$ cat config.mk
export PLATFORM = sky130hd
export DESIGN_NAME = gray_frame_writer_flat
export DESIGN_NICKNAME = d
export VERILOG_FILES = /design/src/rtl/camera_pkg.sv /design/src/rtl/gray_frame_writer_if.sv /design/src/rtl/frame_bank_ctrl.sv /design/src/rtl/gray_frame_writer.sv /design/src/flat_wrapper.sv
export SDC_FILE = /design/constraint.sdc
export NUM_CORES = 1
export LEC_CHECK = 0
export BUFFER_PORTS_ARGS = -buffer_cell sky130_fd_sc_hd__buf_2
export CAP_MARGIN = 20
export CORE_MARGIN = 2
export CORE_UTILIZATION = 53
export DETAILED_ROUTE_END_ITERATION = 8
export MAX_ROUTING_LAYER = met4
export PLACE_DENSITY = 0.73
export REMOVE_ABC_BUFFERS = 1
export SLEW_MARGIN = 20
export SYNTH_ARGS = -nofsm -noshare
export SYNTH_HDL_FRONTEND = slang
export SYNTH_SLANG_ARGS = --single-unit
$ cat constraint.sdc
create_clock -name clk_in -period 3.7 [get_ports clk_in]
set_input_delay 0.74 -clock clk_in [delete_from_list [all_inputs] [get_ports clk_in]]
set_output_delay 0.74 -clock clk_in [all_outputs]
set_load 0.02 [all_outputs]
$ cat src/rtl/camera_pkg.sv
// Shared types and constants for the camera capture path.
// Frame geometry defaults, the writer FSM state type and a saturating counter helper.
package camera_pkg;

    localparam int DEF_IMG_W    = 640;
    localparam int DEF_IMG_H    = 480;
    localparam int FRAME_PIXELS = DEF_IMG_W * DEF_IMG_H;

    typedef enum logic {
        SYNC    = 1'b0,
        CAPTURE = 1'b1
    } state_t;

    function automatic logic [7:0] sat_inc8(input logic [7:0] v);
        return (v == 8'hFF) ? v : v + 8'd1;
    endfunction

endpackage

$ cat src/rtl/gray_frame_writer_if.sv
// Pixel stream in, frame-buffer write port and consumer handshake out.
// The slave side is the frame writer; the master side is the camera/consumer environment.
interface gray_frame_writer_if #(
    parameter int ADDR_W = 20
);
    logic [7:0]        gray;
    logic              pixel_valid;
    logic              frame_done;
    logic              frame_release;
    logic              wr_en;
    logic [ADDR_W-1:0] wr_addr;
    logic [7:0]        wr_data;
    logic              frame_ready;
    logic              rd_valid;
    logic              rd_bank;
    logic              frame_error;
    logic [7:0]        drop_count;

    modport slave (
        input  gray, pixel_valid, frame_done, frame_release,
        output wr_en, wr_addr, wr_data, frame_ready, rd_valid, rd_bank,
               frame_error, drop_count
    );

    modport master (
        output gray, pixel_valid, frame_done, frame_release,
        input  wr_en, wr_addr, wr_data, frame_ready, rd_valid, rd_bank,
               frame_error, drop_count
    );
endinterface

$ cat src/rtl/frame_bank_ctrl.sv
// Ping-pong bank ownership: full flag, write/read bank selection and dropped-frame count.
// A release in the same cycle as a completed frame frees the bank before the frame is judged.
module frame_bank_ctrl
    import camera_pkg::*;
(
    input  logic       clk_in,
    input  logic       rst_n,
    input  logic       frame_good_i,
    input  logic       frame_bad_i,
    input  logic       frame_release_i,
    output logic       wr_bank_o,
    output logic       rd_bank_o,
    output logic       rd_valid_o,
    output logic       frame_ready_o,
    output logic [7:0] drop_count_o
);

    logic       full_q, full_d;
    logic       wr_bank_q, wr_bank_d;
    logic       rd_bank_q, rd_bank_d;
    logic       ready_q, ready_d;
    logic [7:0] drop_q, drop_d;

    always_ff @(posedge clk_in or negedge rst_n) begin
        if (!rst_n) begin
            full_q    <= 1'b0;
            wr_bank_q <= 1'b0;
            rd_bank_q <= 1'b0;
            ready_q   <= 1'b0;
            drop_q    <= 8'd0;
        end else begin
            full_q    <= full_d;
            wr_bank_q <= wr_bank_d;
            rd_bank_q <= rd_bank_d;
            ready_q   <= ready_d;
            drop_q    <= drop_d;
        end
    end

    always_comb begin
        full_d    = full_q & ~frame_release_i;
        wr_bank_d = wr_bank_q;
        rd_bank_d = rd_bank_q;
        ready_d   = 1'b0;
        drop_d    = drop_q;
        // Only one bank is ever full and it is never the write bank, so "other bank free" is !full.
        if (frame_good_i) begin
            if (!full_d) begin
                full_d    = 1'b1;
                ready_d   = 1'b1;
                rd_bank_d = wr_bank_q;
                wr_bank_d = ~wr_bank_q;
            end else begin
                drop_d = sat_inc8(drop_q);
            end
        end else if (frame_bad_i) begin
            drop_d = sat_inc8(drop_q);
        end
    end

    assign wr_bank_o     = wr_bank_q;
    assign rd_bank_o     = rd_bank_q;
    assign rd_valid_o    = full_q;
    assign frame_ready_o = ready_q;
    assign drop_count_o  = drop_q;

endmodule

$ cat src/rtl/gray_frame_writer.sv
// Writes validated grayscale frames into a two-bank frame buffer and hands them to a consumer.
// A single pixel counter forms the in-bank address; the bank is the address MSB.
module gray_frame_writer
    import camera_pkg::*;
#(
    parameter int IMG_W  = DEF_IMG_W,
    parameter int IMG_H  = DEF_IMG_H,
    parameter int ADDR_W = $clog2(2 * IMG_W * IMG_H)
) (
    input  logic                clk_in,
    input  logic                rst_n,
    gray_frame_writer_if.slave  bus
);

    localparam int                FRAME_PIX = IMG_W * IMG_H;
    localparam logic [ADDR_W-1:0] FRAME_CNT = ADDR_W'(FRAME_PIX);

    state_t            state_q, state_d;
    logic [ADDR_W-1:0] pix_cnt_q, pix_cnt_d;
    logic              overrun_q, overrun_d;
    logic              frame_error_q, frame_error_d;
    logic              wr_en_q;
    logic [ADDR_W-1:0] wr_addr_q;
    logic [7:0]        wr_data_q;
    logic              pix_accept;
    logic              frame_good;
    logic              frame_bad;
    logic              wr_bank;

    always_ff @(posedge clk_in or negedge rst_n) begin
        if (!rst_n) begin
            state_q       <= SYNC;
            pix_cnt_q     <= '0;
            overrun_q     <= 1'b0;
            frame_error_q <= 1'b0;
            wr_en_q       <= 1'b0;
            wr_addr_q     <= '0;
            wr_data_q     <= 8'd0;
        end else begin
            state_q       <= state_d;
            pix_cnt_q     <= pix_cnt_d;
            overrun_q     <= overrun_d;
            frame_error_q <= frame_error_d;
            wr_en_q       <= pix_accept;
            if (pix_accept) begin
                wr_addr_q <= {wr_bank, pix_cnt_q[ADDR_W-2:0]};
                wr_data_q <= bus.gray;
            end
        end
    end

    always_comb begin
        state_d       = state_q;
        pix_cnt_d     = pix_cnt_q;
        overrun_d     = overrun_q;
        frame_error_d = frame_error_q;
        pix_accept    = 1'b0;
        frame_good    = 1'b0;
        frame_bad     = 1'b0;
        case (state_q)
            SYNC: begin
                if (bus.frame_done) begin
                    state_d   = CAPTURE;
                    pix_cnt_d = '0;
                    overrun_d = 1'b0;
                end
            end
            CAPTURE: begin
                if (bus.pixel_valid) begin
                    if (pix_cnt_q < FRAME_CNT) begin
                        pix_accept = 1'b1;
                        pix_cnt_d  = pix_cnt_q + 1'b1;
                    end else begin
                        overrun_d = 1'b1;
                    end
                end
                // Judged on the counts including this cycle's pixel, then cleared for the next frame.
                if (bus.frame_done) begin
                    if (pix_cnt_d == FRAME_CNT && !overrun_d) begin
                        frame_good = 1'b1;
                    end else begin
                        frame_bad     = 1'b1;
                        frame_error_d = 1'b1;
                    end
                    pix_cnt_d = '0;
                    overrun_d = 1'b0;
                end
            end
            default: state_d = SYNC;
        endcase
    end

    frame_bank_ctrl u_bank_ctrl (
        .clk_in          (clk_in),
        .rst_n           (rst_n),
        .frame_good_i    (frame_good),
        .frame_bad_i     (frame_bad),
        .frame_release_i (bus.frame_release),
        .wr_bank_o       (wr_bank),
        .rd_bank_o       (bus.rd_bank),
        .rd_valid_o      (bus.rd_valid),
        .frame_ready_o   (bus.frame_ready),
        .drop_count_o    (bus.drop_count)
    );

    assign bus.wr_en       = wr_en_q;
    assign bus.wr_addr     = wr_addr_q;
    assign bus.wr_data     = wr_data_q;
    assign bus.frame_error = frame_error_q;

endmodule
$ cat src/flat_wrapper.sv
// flat-port wrapper written by rule: the top's interface ports become plain ports
module gray_frame_writer_flat import camera_pkg::*;
#(
    parameter int IMG_W  = DEF_IMG_W,
    parameter int IMG_H  = DEF_IMG_H,
    parameter int ADDR_W = $clog2(2 * IMG_W * IMG_H)
)
  (clk_in, rst_n, bus_gray, bus_pixel_valid, bus_frame_done, bus_frame_release, bus_wr_en, bus_wr_addr, bus_wr_data, bus_frame_ready, bus_rd_valid, bus_rd_bank, bus_frame_error, bus_drop_count);
  gray_frame_writer_if #(.ADDR_W(ADDR_W)) bus_i ();
  input  logic clk_in;
  input  logic rst_n;
  input wire logic [$bits(bus_i.gray)-1:0] bus_gray;
  input wire logic [$bits(bus_i.pixel_valid)-1:0] bus_pixel_valid;
  input wire logic [$bits(bus_i.frame_done)-1:0] bus_frame_done;
  input wire logic [$bits(bus_i.frame_release)-1:0] bus_frame_release;
  output wire logic [$bits(bus_i.wr_en)-1:0] bus_wr_en;
  output wire logic [$bits(bus_i.wr_addr)-1:0] bus_wr_addr;
  output wire logic [$bits(bus_i.wr_data)-1:0] bus_wr_data;
  output wire logic [$bits(bus_i.frame_ready)-1:0] bus_frame_ready;
  output wire logic [$bits(bus_i.rd_valid)-1:0] bus_rd_valid;
  output wire logic [$bits(bus_i.rd_bank)-1:0] bus_rd_bank;
  output wire logic [$bits(bus_i.frame_error)-1:0] bus_frame_error;
  output wire logic [$bits(bus_i.drop_count)-1:0] bus_drop_count;
  assign bus_i.gray = bus_gray;
  assign bus_i.pixel_valid = bus_pixel_valid;
  assign bus_i.frame_done = bus_frame_done;
  assign bus_i.frame_release = bus_frame_release;
  assign bus_wr_en = bus_i.wr_en;
  assign bus_wr_addr = bus_i.wr_addr;
  assign bus_wr_data = bus_i.wr_data;
  assign bus_frame_ready = bus_i.frame_ready;
  assign bus_rd_valid = bus_i.rd_valid;
  assign bus_rd_bank = bus_i.rd_bank;
  assign bus_frame_error = bus_i.frame_error;
  assign bus_drop_count = bus_i.drop_count;
  gray_frame_writer #(.IMG_W(IMG_W), .IMG_H(IMG_H), .ADDR_W(ADDR_W)) u_core (.clk_in(clk_in), .rst_n(rst_n), .bus(bus_i));
endmodule
==> flow_summary.toml <==
[logic_synthesis]
yosys_warnings = 0
yosysSeqAreaShare_pct = 49.57
synth.cell_area_mm2 = 0.003231
synthCells = 339
yosys.cell_types.count = 54
synth-seq-cells = 64
syn_avg_cell_area_um2 = 9.530

[routing]
postRouteWirelength_mm = 6.913
avgRoutedWirePerCell_um = 14.87
wl_met3_um = 320
drt-initial-drc-count = 121
wl_met2_mm = 3.264
dr.pass1.iters = 4
ant_nets = 0
top_layer_used = "met4"
vias_per_cell = 5.503
drc = 0
wl_met1_mm = 3.108
num_vias = 2559

[setup_path]
start_kind = "flip-flop"
worstSetupPathType = "flip-flop to flip-flop"
required_ns = 3.92
worst-path-max-fanout = 8
setup.worst_path.end_class = "flip-flop"
arrival_ns = 3.22

[sta]
slew_headroom_pct = 48.37
rsz0062_at_grt = "false"
fmax_mhz = 332.8
period_share_pct = 81.21
finalCriticalPeriod_ns = 3.005
fin_skew_ns = 0.007269
setup_tns_ns = 0
slew_viol_final = 0
finalHoldViolations = 0
worstMarginPinSlew_ns = 0.7736
setup_viol = 0

[grt]
grt_usage_pct = 23.71
grt_max_degree = 30
grt-ovfl-total = 0
antenna_found_initial = 0
grt_pass1_wl_mm = 11.65
first_global_vias = 2457

[place]
placed_area_mm2 = 0.003512
numPlacedInstances = 449
place.gp.congestion = 0.9379
hpwl_mm = 4.862
numPortBuffers = 53

[floorplan]
ios = 54
num_rows = 28
die-area_mm2 = 0.006736
fp.dieW_um = 82.08
fp.coreArea_mm2 = 0.005921
initial_core_util_pct = 54.56
die_h_um = 82.08

[clocking]
htreeDepth = 3
cts_made_buffers = 9
cts-resized-gates = 0
post_cts_buffers = 0
ctsHoldBuffers = 0
numClockSinks = 64
path_clk_slew_ns = 0.07
clkLatencyLatePin_ns = 0.33
root_buffer = "clkbuf_8"
cts_tree = "done"
cts_buffer_depth = 2

[power_and_ir_drop]
power.total_w = 0.001543
p_per_area_mw_per_mm2 = 419.6
ir_drop_v = 0.0003015
p_leak_nw = 1.757

[final_layout]
diodes = 0
utilization_pct = 62.11
area_delta_synth_final_pct = 13.83
layout.nets = 400
layout-drive-gt1-share_pct = 24.10
finalInstanceArea_mm2 = 0.003677
layoutNonFillerInstCount = 465

[flow_run]
maxCapViolCount = 0

[run_status]
status = "completed"

[min_path]
hold_path.class = "input pin to asynchronous set/reset pin"
-- where the power goes --
part	leakage (nW)	internal, W	switching, W
registers	0.849	0.000749	0.0000501
clock network	0.0899	0.000257	0.000254
logic	0.818	0.0000910	0.000141
-- placed cells by master (no fill, tap or decap), drive strengths merged, types with 6 or more instances in the layout --
cell type	synthesis	routed
xnor2	16	16
nand3	13	13
dfrtp	64	64
xor2	8	8
nor2	28	28
clkbuf	10	12
mux2	11	11
a21oi	10	10
nand2	74	74
o21ai	16	16
or3	7	7
buf	12	57
nor3	9	9
inv	6	6
-- layer usage --
| layer | global-route usage [%] | vias up |
|---|---|---|
| met2 | 37.07 | 73 |
| met4 | 13.17 | 0 |
| met5 | - | - |
| met3 | 3.846 | 18 |
| met1 | 29.33 | 1217 |
| li1 | - | 1251 |
-- critical path, stage by stage (launching register included) --
cell and delay (ns):
dfrtp_1 0.50, and4_1 0.42, nand3_1 0.26, nor3_1 0.31, o211ai_1 0.13, nor4_1 0.39
nand4b_1 0.34, nand2_1 0.21, mux2_1 0.33
-- synth_stat cells (all sizes together) --
library cell  instances  share of area, %
a211oi                1              0.39
a2111oi               1              0.27
or3                   7               1.4
nor3                  9               1.4
clkbuf               10               1.2
o22ai                 1              0.19
xnor2                16               4.3
nor4bb                1              0.31
nand4                 5               1.4
o211ai                3              0.85
or4b                  1              0.31
mux2i                 2              0.62
o21ai                16               2.8
nand4b                4               1.1
or4                   1              0.23
nor3b                 1              0.58
nor2                 28               3.3
nand3                13               2.2
nand2                74               8.6
nor4                  2              0.39
nand3b                2              0.46
a311oi                1              0.27
and3b                 1              0.27
and3                  5               1.1
or2                   1              0.19
a21oi                10               1.7
a21bo                 1              0.31
a31o                  2              0.54
o211a                 1              0.31
ha                    2              0.77
dfrtp                64                50
o21bai                1              0.23
mux2                 11               4.0
buf                  12               2.2
o2111ai               1              0.27
and4                  5               1.4
a21o                  1              0.23
nand2b                2              0.39
nor2b                 3              0.58
a31oi                 2              0.39
inv                   6              0.70
o21a                  1              0.23
xor2                  8               2.2
-- through the flow --
stage          worst slack, ns  hold slack [ns]
2_1_floorplan           0.8206           0.4444
3_3_place_gp            0.5476           0.4524
3_5_place_dp            0.4702           0.4570
4_1_cts                 0.7444           0.4196
5_1_grt                 0.4696           0.4528
6_report                0.6953           0.4099
-- sequential cells by signal, summed over array words and instances (netlist names) --
name	flops
u_core.overrun_q	1
u_core.bus.wr_data	8
u_core.bus.wr_addr	20
u_core.pix_cnt_q	20
u_core.u_bank_ctrl.frame_ready_o	1
u_core.state_q	1
u_core.u_bank_ctrl.rd_bank_o	1
u_core.u_bank_ctrl.wr_bank_o	1
u_core.bus.wr_en	1
u_core.bus.frame_error	1
u_core.u_bank_ctrl.rd_valid_o	1
u_core.u_bank_ctrl.drop_count_o	8
-- cell families after synthesis --
group	Yosys count	share of synthesized area [%]
AOI/OAI and AO/OA	43	8.986
xor gates and xnor gates	24	6.507
adders and majority gates	2	0.7745
buffers and inverters	28	4.028
DFF	64	49.57
muxes	13	4.570
and+or+nand+nor	165	25.56
-- final cells by class --
type,count,area (um2)
fillers,504,2243
flip-flops and latches,64,1602
multi-input cells,247,1499
repair buffers,57,295.3
clock buffers,12,145.1
well taps,75,93.84
inverters,6,22.52
clock inverters,4,20.02
-- path summary, 6_finish.rpt --
| kind | from | to | slack, ns | depth (start not counted) |
|---|---|---|---|---|
| min | rst_n | u_core.bus.wr_addr[2]$_DFFE_PN0P_ | 0.41 | 1 |
| max reg2reg | u_core.pix_cnt_q[10]$_DFFE_PN0P_ | u_core.u_bank_ctrl.drop_count_o[1]$_DFFE_PN0P_ | 0.70 | 8 |
| min in group clk_in | u_core.bus.wr_addr[8]$_DFFE_PN0P_ | u_core.bus.wr_addr[8]$_DFFE_PN0P_ | 0.47 | 2 |
| min reg2reg | u_core.bus.wr_addr[8]$_DFFE_PN0P_ | u_core.bus.wr_addr[8]$_DFFE_PN0P_ | 0.47 | 2 |
| max | u_core.pix_cnt_q[10]$_DFFE_PN0P_ | u_core.u_bank_ctrl.drop_count_o[1]$_DFFE_PN0P_ | 0.70 | 8 |
| max in group asynchronous | rst_n | u_core.bus.frame_error$_DFFE_PN0P_ | 2.57 | 2 |
Power figures use the tool's default switching activity.
